### src/rtl/axi2per_pkg.sv
// axi2per_pkg: shared burst constants, FSM states and size clamp for the axi2per AR path.
package axi2per_pkg;
  localparam logic [1:0] BURST_FIXED = 2'b00;
  localparam logic [1:0] BURST_INCR  = 2'b01;
  localparam logic [1:0] BURST_WRAP  = 2'b10;
  localparam int PER_DATA_BYTES = 4;

  typedef enum logic {IDLE, BURST} state_e;

  // The peripheral is 32 bits wide, so wider AXI beats collapse to word beats.
  function automatic logic [1:0] eff_size(input logic [2:0] size);
    return size > 3'd2 ? 2'd2 : size[1:0];
  endfunction
endpackage

### src/rtl/axi2per_burst_addr_gen.sv
// axi2per_burst_addr_gen: next beat address and byte enables for FIXED/INCR/WRAP bursts.
// WRAP handling is compiled only with AXI2PER_WRAP_BURST_EN; otherwise WRAP behaves as INCR.
module axi2per_burst_addr_gen
  import axi2per_pkg::*;
#(
  parameter int ADDR_WIDTH = 32
) (
  input  logic [ADDR_WIDTH-1:0]     addr_i,
  input  logic [2:0]                size_i,
  input  logic [7:0]                len_i,
  input  logic [1:0]                burst_i,
  output logic [ADDR_WIDTH-1:0]     next_addr_o,
  output logic [PER_DATA_BYTES-1:0] be_o
);
  logic [1:0]            es;
  logic [ADDR_WIDTH-1:0] inc;
  logic [ADDR_WIDTH-1:0] incr_addr;

  assign es        = eff_size(size_i);
  assign inc       = ADDR_WIDTH'(1) << es;
  assign incr_addr = addr_i + inc;
  assign be_o      = es == 2'd0 ? 4'b0001 << addr_i[1:0] :
                     es == 2'd1 ? (addr_i[1] ? 4'b1100 : 4'b0011) : 4'b1111;

`ifdef AXI2PER_WRAP_BURST_EN
  logic                  wrap;
  logic [ADDR_WIDTH-1:0] mask;

  // Only 2/4/8/16-beat wraps are legal; anything else falls back to INCR.
  assign wrap = burst_i == BURST_WRAP &&
                (len_i == 8'd1 || len_i == 8'd3 || len_i == 8'd7 || len_i == 8'd15);
  assign mask = ((ADDR_WIDTH'(len_i) + ADDR_WIDTH'(1)) << es) - ADDR_WIDTH'(1);
  assign next_addr_o = burst_i == BURST_FIXED ? addr_i :
                       wrap ? (addr_i & ~mask) | (incr_addr & mask) : incr_addr;
`else
  logic unused_len;

  assign unused_len  = ^len_i;
  assign next_addr_o = burst_i == BURST_FIXED ? addr_i : incr_addr;
`endif
endmodule

### src/rtl/axi2per_ar_burst_gen.sv
// axi2per_ar_burst_gen: expands buffered AXI AR bursts into single-beat peripheral reads.
// Optional WRAP support via AXI2PER_WRAP_BURST_EN (see axi2per_burst_addr_gen).
module axi2per_ar_burst_gen
  import axi2per_pkg::*;
#(
  parameter int ID_WIDTH   = 4,
  parameter int ADDR_WIDTH = 32,
  parameter int USER_WIDTH = 6
) (
  input  logic                  clk_i,
  input  logic                  rst_ni,
  input  logic                  ar_valid_i,
  input  logic [ADDR_WIDTH-1:0] ar_addr_i,
  input  logic [7:0]            ar_len_i,
  input  logic [2:0]            ar_size_i,
  input  logic [1:0]            ar_burst_i,
  input  logic [ID_WIDTH-1:0]   ar_id_i,
  input  logic [USER_WIDTH-1:0] ar_user_i,
  output logic                  ar_ready_o,
  output logic                  per_req_o,
  output logic [ADDR_WIDTH-1:0] per_add_o,
  output logic                  per_we_o,
  output logic [3:0]            per_be_o,
  input  logic                  per_gnt_i,
  output logic                  trans_valid_o,
  output logic [ID_WIDTH-1:0]   trans_id_o,
  output logic [USER_WIDTH-1:0] trans_user_o,
  output logic                  trans_last_o,
  input  logic                  trans_ready_i
);
  state_e                state_q, state_d;
  logic [ADDR_WIDTH-1:0] addr_q, addr_d, next_addr;
  logic [7:0]            len_q, len_d, cnt_q, cnt_d;
  logic [2:0]            size_q, size_d;
  logic [1:0]            burst_q, burst_d;
  logic [ID_WIDTH-1:0]   id_q, id_d;
  logic [USER_WIDTH-1:0] user_q, user_d;
  logic [3:0]            be;
  logic                  beat, last;

  axi2per_burst_addr_gen #(.ADDR_WIDTH(ADDR_WIDTH)) u_addr_gen (
    .addr_i      (addr_q),
    .size_i      (size_q),
    .len_i       (len_q),
    .burst_i     (burst_q),
    .next_addr_o (next_addr),
    .be_o        (be)
  );

  assign last = cnt_q == len_q;
  assign beat = state_q == BURST && trans_ready_i && per_gnt_i;

  always_ff @(posedge clk_i) begin
    if (!rst_ni) state_q <= IDLE;
    else state_q <= state_d;
  end

  always_comb begin
    state_d = state_q == IDLE ? (ar_valid_i ? BURST : IDLE) : (beat && last ? IDLE : BURST);
  end

  always_ff @(posedge clk_i) begin
    if (!rst_ni) begin
      addr_q  <= '0;
      len_q   <= '0;
      size_q  <= '0;
      burst_q <= '0;
      id_q    <= '0;
      user_q  <= '0;
      cnt_q   <= '0;
    end else begin
      addr_q  <= addr_d;
      len_q   <= len_d;
      size_q  <= size_d;
      burst_q <= burst_d;
      id_q    <= id_d;
      user_q  <= user_d;
      cnt_q   <= cnt_d;
    end
  end

  always_comb begin
    addr_d  = addr_q;
    len_d   = len_q;
    size_d  = size_q;
    burst_d = burst_q;
    id_d    = id_q;
    user_d  = user_q;
    cnt_d   = cnt_q;
    if (state_q == IDLE && ar_valid_i) begin
      addr_d  = ar_addr_i;
      len_d   = ar_len_i;
      size_d  = ar_size_i;
      burst_d = ar_burst_i;
      id_d    = ar_id_i;
      user_d  = ar_user_i;
      cnt_d   = '0;
    end else if (beat) begin
      addr_d = next_addr;
      cnt_d  = cnt_q + 8'd1;
    end
  end

  always_comb begin
    ar_ready_o    = state_q == IDLE;
    per_req_o     = state_q == BURST && trans_ready_i;
    per_be_o      = state_q == BURST ? be : 4'b0000;
    trans_valid_o = beat;
    trans_last_o  = state_q == BURST && last;
  end

  assign per_add_o    = addr_q;
  assign per_we_o     = 1'b0;
  assign trans_id_o   = id_q;
  assign trans_user_o = user_q;
endmodule

### config.mk
export PLATFORM = sky130hd
export DESIGN_NAME = axi2per_ar_burst_gen
export DESIGN_NICKNAME = d
export VERILOG_FILES = /design/src/rtl/axi2per_pkg.sv /design/src/rtl/axi2per_burst_addr_gen.sv /design/src/rtl/axi2per_ar_burst_gen.sv
export SDC_FILE = /design/constraint.sdc
export NUM_CORES = 1
export LEC_CHECK = 0
export ABC_AREA = 1
export BUFFER_PORTS_ARGS = -buffer_cell sky130_fd_sc_hd__buf_2
export CAP_MARGIN = 30
export CORE_MARGIN = 3
export CORE_UTILIZATION = 53
export CTS_BUF_LIST = sky130_fd_sc_hd__clkbuf_16
export CTS_CLUSTER_SIZE = 14
export DETAILED_ROUTE_END_ITERATION = 16
export PLACE_DENSITY = 0.78
export SETUP_SLACK_MARGIN = 0.3
export SLEW_MARGIN = 5
export SYNTH_ARGS = -nofsm -noshare
export SYNTH_HDL_FRONTEND = slang
export SYNTH_SLANG_ARGS = --single-unit
### constraint.sdc
create_clock -name clk_i -period 2.3 [get_ports clk_i]
set_input_delay 0.23 -clock clk_i [delete_from_list [all_inputs] [get_ports clk_i]]
set_output_delay 0.23 -clock clk_i [all_outputs]
set_load 0.05 [all_outputs]
======== Yosys cells after proc, flatten, opt, wreduce, memory -nomap -nowiden ========
Index checks and enable logic that the tools add are counted.
storage, ports and cells
  flip-flop bits (word level) ............. 64
  input bits .............................. 60
  output and inout bits ................... 51
  logic and storage cells ................. 39
cells by class
  $add $sub $neg .......................... 2
  $lt $le $gt $ge ......................... 1
  equal/unequal tests ..................... 3
  shifts and indexed selects .............. 2
  mux-type cells .......................... 11
  bitwise gates (word level) .............. 2
  reduce and logical (&&, ||, !) cells .... 10
operator list
  cell                    count
  $mux W32                3
  $add A32 B32 Y32        1
  $shl A1 B2 Y32 const A  1
  $mux W4                 4
  $add A8 B1 Y8 const B   1
  $eq A8 B8 Y1            1
  $logic_and A1 B1 Y1     5
  $logic_not A2 Y1        2
  $shl A1 B2 Y4 const A   1
  $gt A3 B2 Y1 const B    1
  $mux W1                 3
  $eq A2 B1 Y1 const B    1
  $mux W2                 1
  $ne A2 B2 Y1 const B    1
  $not A1 Y1              2
  $reduce_and A2 Y1       1
  $reduce_bool A2 Y1      1
  $reduce_or A2 Y1        1

======== Depth between registers and ports, before layout ========
  depth after elaboration ................. 7
  gate-level depth with buffers ........... 15

======== Hierarchy ========
Synthesis repeated with hierarchy kept, for this count alone.
second synthesis, totals
  cell total of the unflattened synthesis .. 634
  area total of the unflattened synthesis .. 4042.6 µm²
modules (own cells, without submodules)
  module                  times used  cells an instance  area each (µm²)  sequential area each (µm²)
  axi2per_ar_burst_gen    1           377                2745.1           1281.2
  axi2per_burst_addr_gen  1           257                1297.5           0.0

======== Worst setup path before layout ========
Ideal clock, no wire load.
  kind .................................... register to register
  start ................................... register addr_q[0], in the netlist per_add_o[0]
  end ..................................... register addr_q[20], in the netlist per_add_o[20]
  arrival time ............................ 2147 ps
  required time ........................... 2190 ps
  path slack .............................. 44 ps
  cell stages (with the launch flop) ...... 12
  path buffers ............................ 0
  period minus slack after synthesis ...... 2256 ps
  cell sequence ........................... dfxtp_1 ha_1 inv_1 fa_1 nor2_1 nor2_2 nor2_2 nand4_1 nand3_1 nand3_1 nand2_1 inv_1
between the ends
  word-level cells in the longest chain between the ends .. 4
RTL lines
  element                   RTL line                      RTL
  start: declaration        axi2per_ar_burst_gen.sv:32    logic [ADDR_WIDTH-1:0] addr_q, addr_d, next_addr;
  start signal: assignment  axi2per_ar_burst_gen.sv:72    addr_q <= addr_d;
  $add A32 B32 Y32          axi2per_burst_addr_gen.sv:21  assign incr_addr = addr_i + inc;
  $mux W32                  axi2per_burst_addr_gen.sv:39  assign next_addr_o = burst_i == BURST_FIXED ? addr_i : incr_addr;
  $mux W32                  axi2per_ar_burst_gen.sv:98    end else if (beat) begin
  $mux W32                  axi2per_ar_burst_gen.sv:90    if (state_q == IDLE && ar_valid_i) begin
No other way between the ends. The select of a mux whose other input is x is not followed.
A chain may end at the register's enable or synchronous reset.

======== Final worst setup path ========
  start ................................... register size_q[1]
  end ..................................... register addr_q[6], in the netlist per_add_o[6]
between the ends
  word-level cells in the longest chain between the ends .. 7
RTL lines
  element                   RTL line                      RTL
  start: declaration        axi2per_ar_burst_gen.sv:34    logic [2:0] size_q, size_d;
  start signal: assignment  axi2per_ar_burst_gen.sv:74    size_q <= size_d;
  $gt A3 B2 Y1              axi2per_pkg.sv:12             return size > 3'd2 ? 2'd2 : size[1:0];
  $mux W2 (*)               axi2per_pkg.sv:12
  $shl A1 B2 Y32 (*)        axi2per_burst_addr_gen.sv:20  assign inc = ADDR_WIDTH'(1) << es;
  $add A32 B32 Y32 (*)      axi2per_burst_addr_gen.sv:21
  $mux W32 (*)              axi2per_burst_addr_gen.sv:39
  $mux W32 (*)              axi2per_ar_burst_gen.sv:98
  $mux W32 (*)              axi2per_ar_burst_gen.sv:90
Every way passes the cells marked *; elsewhere a longest branch is shown, timed or not. The select of a mux whose other input is x is not followed.

==> flow_results.xml <==
<?xml version="1.0" encoding="UTF-8"?>
<metrics>
  <group name="detailed_routing">
    <metric name="detail_route.vias_per_cell" unit="">5.58</metric>
    <metric name="route.vias.total" unit="">4718</metric>
    <metric name="post-route-drc-count" unit="">0</metric>
    <metric name="routed_wirelength" unit="um">12700</metric>
    <metric name="route.antenna.remaining_nets" unit="">0</metric>
    <metric name="detail_route.wl_per_cell" unit="um">15.0</metric>
    <metric name="drt_first_iter_violations" unit="">564</metric>
    <metric name="drt_pass1_iterations" unit="">6</metric>
  </group>
  <group name="final_layout">
    <metric name="multiInputGateArea" unit="sq um">2450</metric>
    <metric name="register_area" unit="sq um">1290</metric>
    <metric name="ratio_of_cells_with_drive_above_1_in_the_final_layout" unit="%">25.1</metric>
    <metric name="fin_nets" unit="">812</metric>
    <metric name="layout.cells.most_common" unit="">sky130_fd_sc_hd__nand2_1</metric>
    <metric name="final_cell_count_no_fill" unit="">846</metric>
    <metric name="nFillCells" unit="">643</metric>
    <metric name="area_growth" unit="%">28.8</metric>
    <metric name="layout.core_utilization" unit="%">72.3</metric>
    <metric name="antennaDiodeCount" unit="">0</metric>
    <metric name="most-common-layout-cells" unit="">sky130_fd_sc_hd__nand2_1 (164), sky130_fd_sc_hd__nor2_1 (123), sky130_fd_sc_hd__buf_2 (104), sky130_fd_sc_hd__dfxtp_1 (61), sky130_fd_sc_hd__inv_1 (44)</metric>
  </group>
  <group name="power_and_ir_drop">
    <metric name="power.density_cell_area" unit="nW/um^2">669</metric>
    <metric name="internal_power" unit="mW">2.25</metric>
    <metric name="combinationalPowerShare" unit="%">22.3</metric>
    <metric name="vdd.ir_drop.worst" unit="uV">375</metric>
    <metric name="power.total" unit="mW">3.38</metric>
    <metric name="power.share.clock" unit="%">40.5</metric>
    <metric name="switchingPower" unit="mW">1.12</metric>
    <metric name="swShare" unit="%">33.3</metric>
    <metric name="share_seq_of_total_power" unit="%">37.2</metric>
    <metric name="power_leakage" unit="nW">2.23</metric>
  </group>
  <group name="synthesis">
    <metric name="netlist_area" unit="sq um">3920</metric>
    <metric name="synth_area_per_cell" unit="sq um">6.21</metric>
    <metric name="synthFlopType" unit="">sky130_fd_sc_hd__dfxtp_1</metric>
    <metric name="proportion_of_netlist_area_held_by_the_largest_area_contributor" unit="%">32.7</metric>
    <metric name="syn_inst" unit="">631</metric>
    <metric name="synth.ff_latch_count" unit="">64</metric>
    <metric name="synthTopCellsByArea" unit="">sky130_fd_sc_hd__dfxtp_1 (33%), sky130_fd_sc_hd__nand2_1 (16%), sky130_fd_sc_hd__nor2_1 (13%)</metric>
    <metric name="postSynth.asyncResetShare" unit="%">0</metric>
    <metric name="synth_enable_flop_cells" unit="">0</metric>
    <metric name="yosys_warnings" unit="">0</metric>
    <metric name="yosysSeqAreaShare" unit="%">32.7</metric>
    <metric name="synth_top_cell_by_area" unit="">sky130_fd_sc_hd__dfxtp_1</metric>
    <metric name="netlist-cell-type-count" unit="">40</metric>
  </group>
  <group name="critical_path">
    <metric name="endpoint_kind" unit="">flop</metric>
    <metric name="critPathArrivalTime" unit="ns">2.28</metric>
    <metric name="reg2reg_slack" unit="ns">0.23</metric>
    <metric name="critical_path_required_time" unit="ns">2.51</metric>
    <metric name="startpoint_type" unit="">flop</metric>
    <metric name="crit_fanout" unit="">7</metric>
    <metric name="max_stage_delay" unit="ns">0.38</metric>
    <metric name="path_cells" unit="">nor2_2 -&gt; inv_2 -&gt; ha_1 -&gt; nand2_1 -&gt; nor2_4 -&gt; nor2_4 -&gt; nor2_2 -&gt; buf_4 -&gt; a311oi_1 -&gt; nor2_1</metric>
    <metric name="slowest_stage" unit="">sky130_fd_sc_hd__ha_1</metric>
    <metric name="timing_worst_setup_path_type" unit="">flop to flop</metric>
  </group>
  <group name="global_route">
    <metric name="groute.usage.overall" unit="%">28.8</metric>
    <metric name="pin_count_of_the_biggest_net_entering_global_routing" unit="">76</metric>
    <metric name="grt-ovfl-total" unit="">0</metric>
    <metric name="grt_antenna_before_repair" unit="">0</metric>
    <metric name="grt_pass1_wl" unit="um">19600</metric>
    <metric name="via_count_of_the_first_global_routing_pass" unit="">4112</metric>
  </group>
  <group name="floorplanning">
    <metric name="std_cell_rows" unit="">30</metric>
    <metric name="pin_count" unit="">111</metric>
    <metric name="floorplan.core_area" unit="sq um">6980</metric>
    <metric name="chipWidth" unit="um">92.0</metric>
    <metric name="die_height" unit="um">92.0</metric>
    <metric name="floorplan.die_area" unit="sq um">8460</metric>
    <metric name="floorplan.initialDensity" unit="%">56.1</metric>
  </group>
  <group name="clocking">
    <metric name="cts_buffer_depth" unit="">2</metric>
    <metric name="clk_pin_slew" unit="ns">0.06</metric>
    <metric name="tritoncts.num_buffers" unit="">9</metric>
    <metric name="htreeDepth" unit="">3</metric>
    <metric name="cts.sinks" unit="">64</metric>
    <metric name="cts_root_buffer" unit="">sky130_fd_sc_hd__clkbuf_16</metric>
    <metric name="hold_fix_buffers_cts" unit="">0</metric>
    <metric name="clock_insertion_delay_worst_skew" unit="ns">0.34</metric>
    <metric name="tritoncts_clock_tree" unit="">yes</metric>
  </group>
  <group name="run_status">
    <metric name="outcome" unit="">finished, final reports clean</metric>
  </group>
  <group name="timing">
    <metric name="finalHoldViolations" unit="">0</metric>
    <metric name="min_period_over_period" unit="%">89.9</metric>
    <metric name="finClkSkew" unit="ns">0.00855</metric>
    <metric name="maxSlewHeadroom" unit="%">51.4</metric>
    <metric name="rsz_0062_raised_after_global_routing" unit="">yes</metric>
    <metric name="setup_tns" unit="ns">0</metric>
    <metric name="maximum_achievable_frequency" unit="MHz">484</metric>
    <metric name="timing.final.crit_period" unit="ns">2.07</metric>
    <metric name="setup_viol" unit="">0</metric>
    <metric name="worst-slew-pin-transition" unit="ns">0.729</metric>
    <metric name="setup_slack" unit="ns">0.233</metric>
    <metric name="timing.final.max_slew_violations" unit="">0</metric>
  </group>
  <group name="placed_design">
    <metric name="detailedPlacementHpwl" unit="um">8780</metric>
    <metric name="portBuffers" unit="">109</metric>
    <metric name="globalplace.congestion" unit="">0.940</metric>
    <metric name="place_inst" unit="">822</metric>
    <metric name="dp_slack" unit="ns">0.0416</metric>
  </group>
  <group name="flow_run">
    <metric name="max_cap_viol_count" unit="">0</metric>
  </group>
  <group name="hold_path">
    <metric name="hold_wc_path_type" unit="">primary input to flop</metric>
  </group>
</metrics>
==> timing repair <==
item / CTS / global route
setup buffers: 4 / 3
gates resized for setup: 15 / 30
endpoints found under the setup margin: 25 / 33
cloned: 0 / 1
endpoints found under the hold margin: 0 / 0
pin swaps: 2 / 8
==> critical path, delay by kind of cell, from the launching register on <==
family / cells / cell delay (ns)
AOI/OAI and AO/OA: 1 / 0.20
adders and majority gates: 1 / 0.38
buffers and inverters: 2 / 0.21
DFF: 1 / 0.33
and+or+nand+nor: 6 / 0.82
==> path summary, 6_finish.rpt <==
| kind | from | end | depth (start not counted) |
|---|---|---|---|
| worst max-delay path | size_q[1] | per_add_o[6] | 10 |
| worst min register to register | trans_id_o[2] | trans_id_o[2] | 2 |
| worst min-delay path | ar_user_i[1] | trans_user_o[1] | 3 |
| worst max register to register | size_q[1] | per_add_o[6] | 10 |
==> sequential cells by signal (all words and copies together) (netlist names) <==
register and cells:
size_q 3, per_add_o 32, len_q 8, state_q 1, trans_id_o 4, trans_user_o 6, burst_q 2, cnt_q 8
==> through the flow <==
stage / cell area [sq um] / hold slack [ns]
2_1_floorplan: 3940 / 0.383
3_3_place_gp: 4560 / 0.455
3_5_place_dp: 4560 / 0.462
4_1_cts: 4930 / 0.146
5_1_grt: 5050 / 0.159
6_report: 5050 / 0.146
==> per-layer routing <==
metal | vias up | routed length, um | global-route usage (%) | share of wire (%)
met1 | 2134 | 5430 | 40.9 | 43
li1 | 2279 | - | - | -
met4 | 0 | 271 | 9.90 | 2.1
met3 | 34 | 1310 | 4.76 | 10
met5 | - | 0 | 0 | 0
met2 | 271 | 5710 | 44.0 | 45
==> power by group through the flow <==
stage	Combinational (mW)	Clock, mW	Sequential (mW)
after floorplan	0.347	0	1.43
final	0.752	1.37	1.26
after global routing	0.809	1.42	1.26
after global placement	0.682	0	1.27
after detailed placement	0.697	0	1.27
after CTS	0.721	1.37	1.25
==> logic make-up (layout without fill, tap and decap cells) <==
logic type                 count (synthesis)  in the layout  synth area share (%)
xor gates and xnor gates                   6              6                  1.34
other                                      1              2                0.0957
adders and majority gates                  7              7                  2.43
DFF                                       64             64                  32.7
buffers and inverters                     75            192                  8.02
AOI/OAI and AO/OA                         91             91                  12.9
and+or+nand+nor                          387            388                  42.5
==> Yosys cell counts, drive strengths merged (3+ instances only) <==
| cell type | number |
|---|---|
| ha | 6 |
| xnor2 | 3 |
| a211oi | 3 |
| nand3b | 10 |
| o21ai | 36 |
| o211ai | 3 |
| clkbuf | 10 |
| xor2 | 3 |
| buf | 14 |
| nor3 | 9 |
| dfxtp | 64 |
| inv | 51 |
| a21oi | 36 |
| nand3 | 46 |
| a31oi | 6 |
| nand4 | 12 |
| nand2 | 171 |
| nor2 | 137 |
==> area by class of cell <==
class | instances | share of cell area [%]
clock inverter | 7 | 1.41
sequential | 64 | 25.5
timing repair buffer | 125 | 13.8
clock buffer | 9 | 4.46
multi-input combinational | 494 | 48.6
tap | 96 | 2.38
inverter | 51 | 3.79
Power figures use the tool's default switching activity.
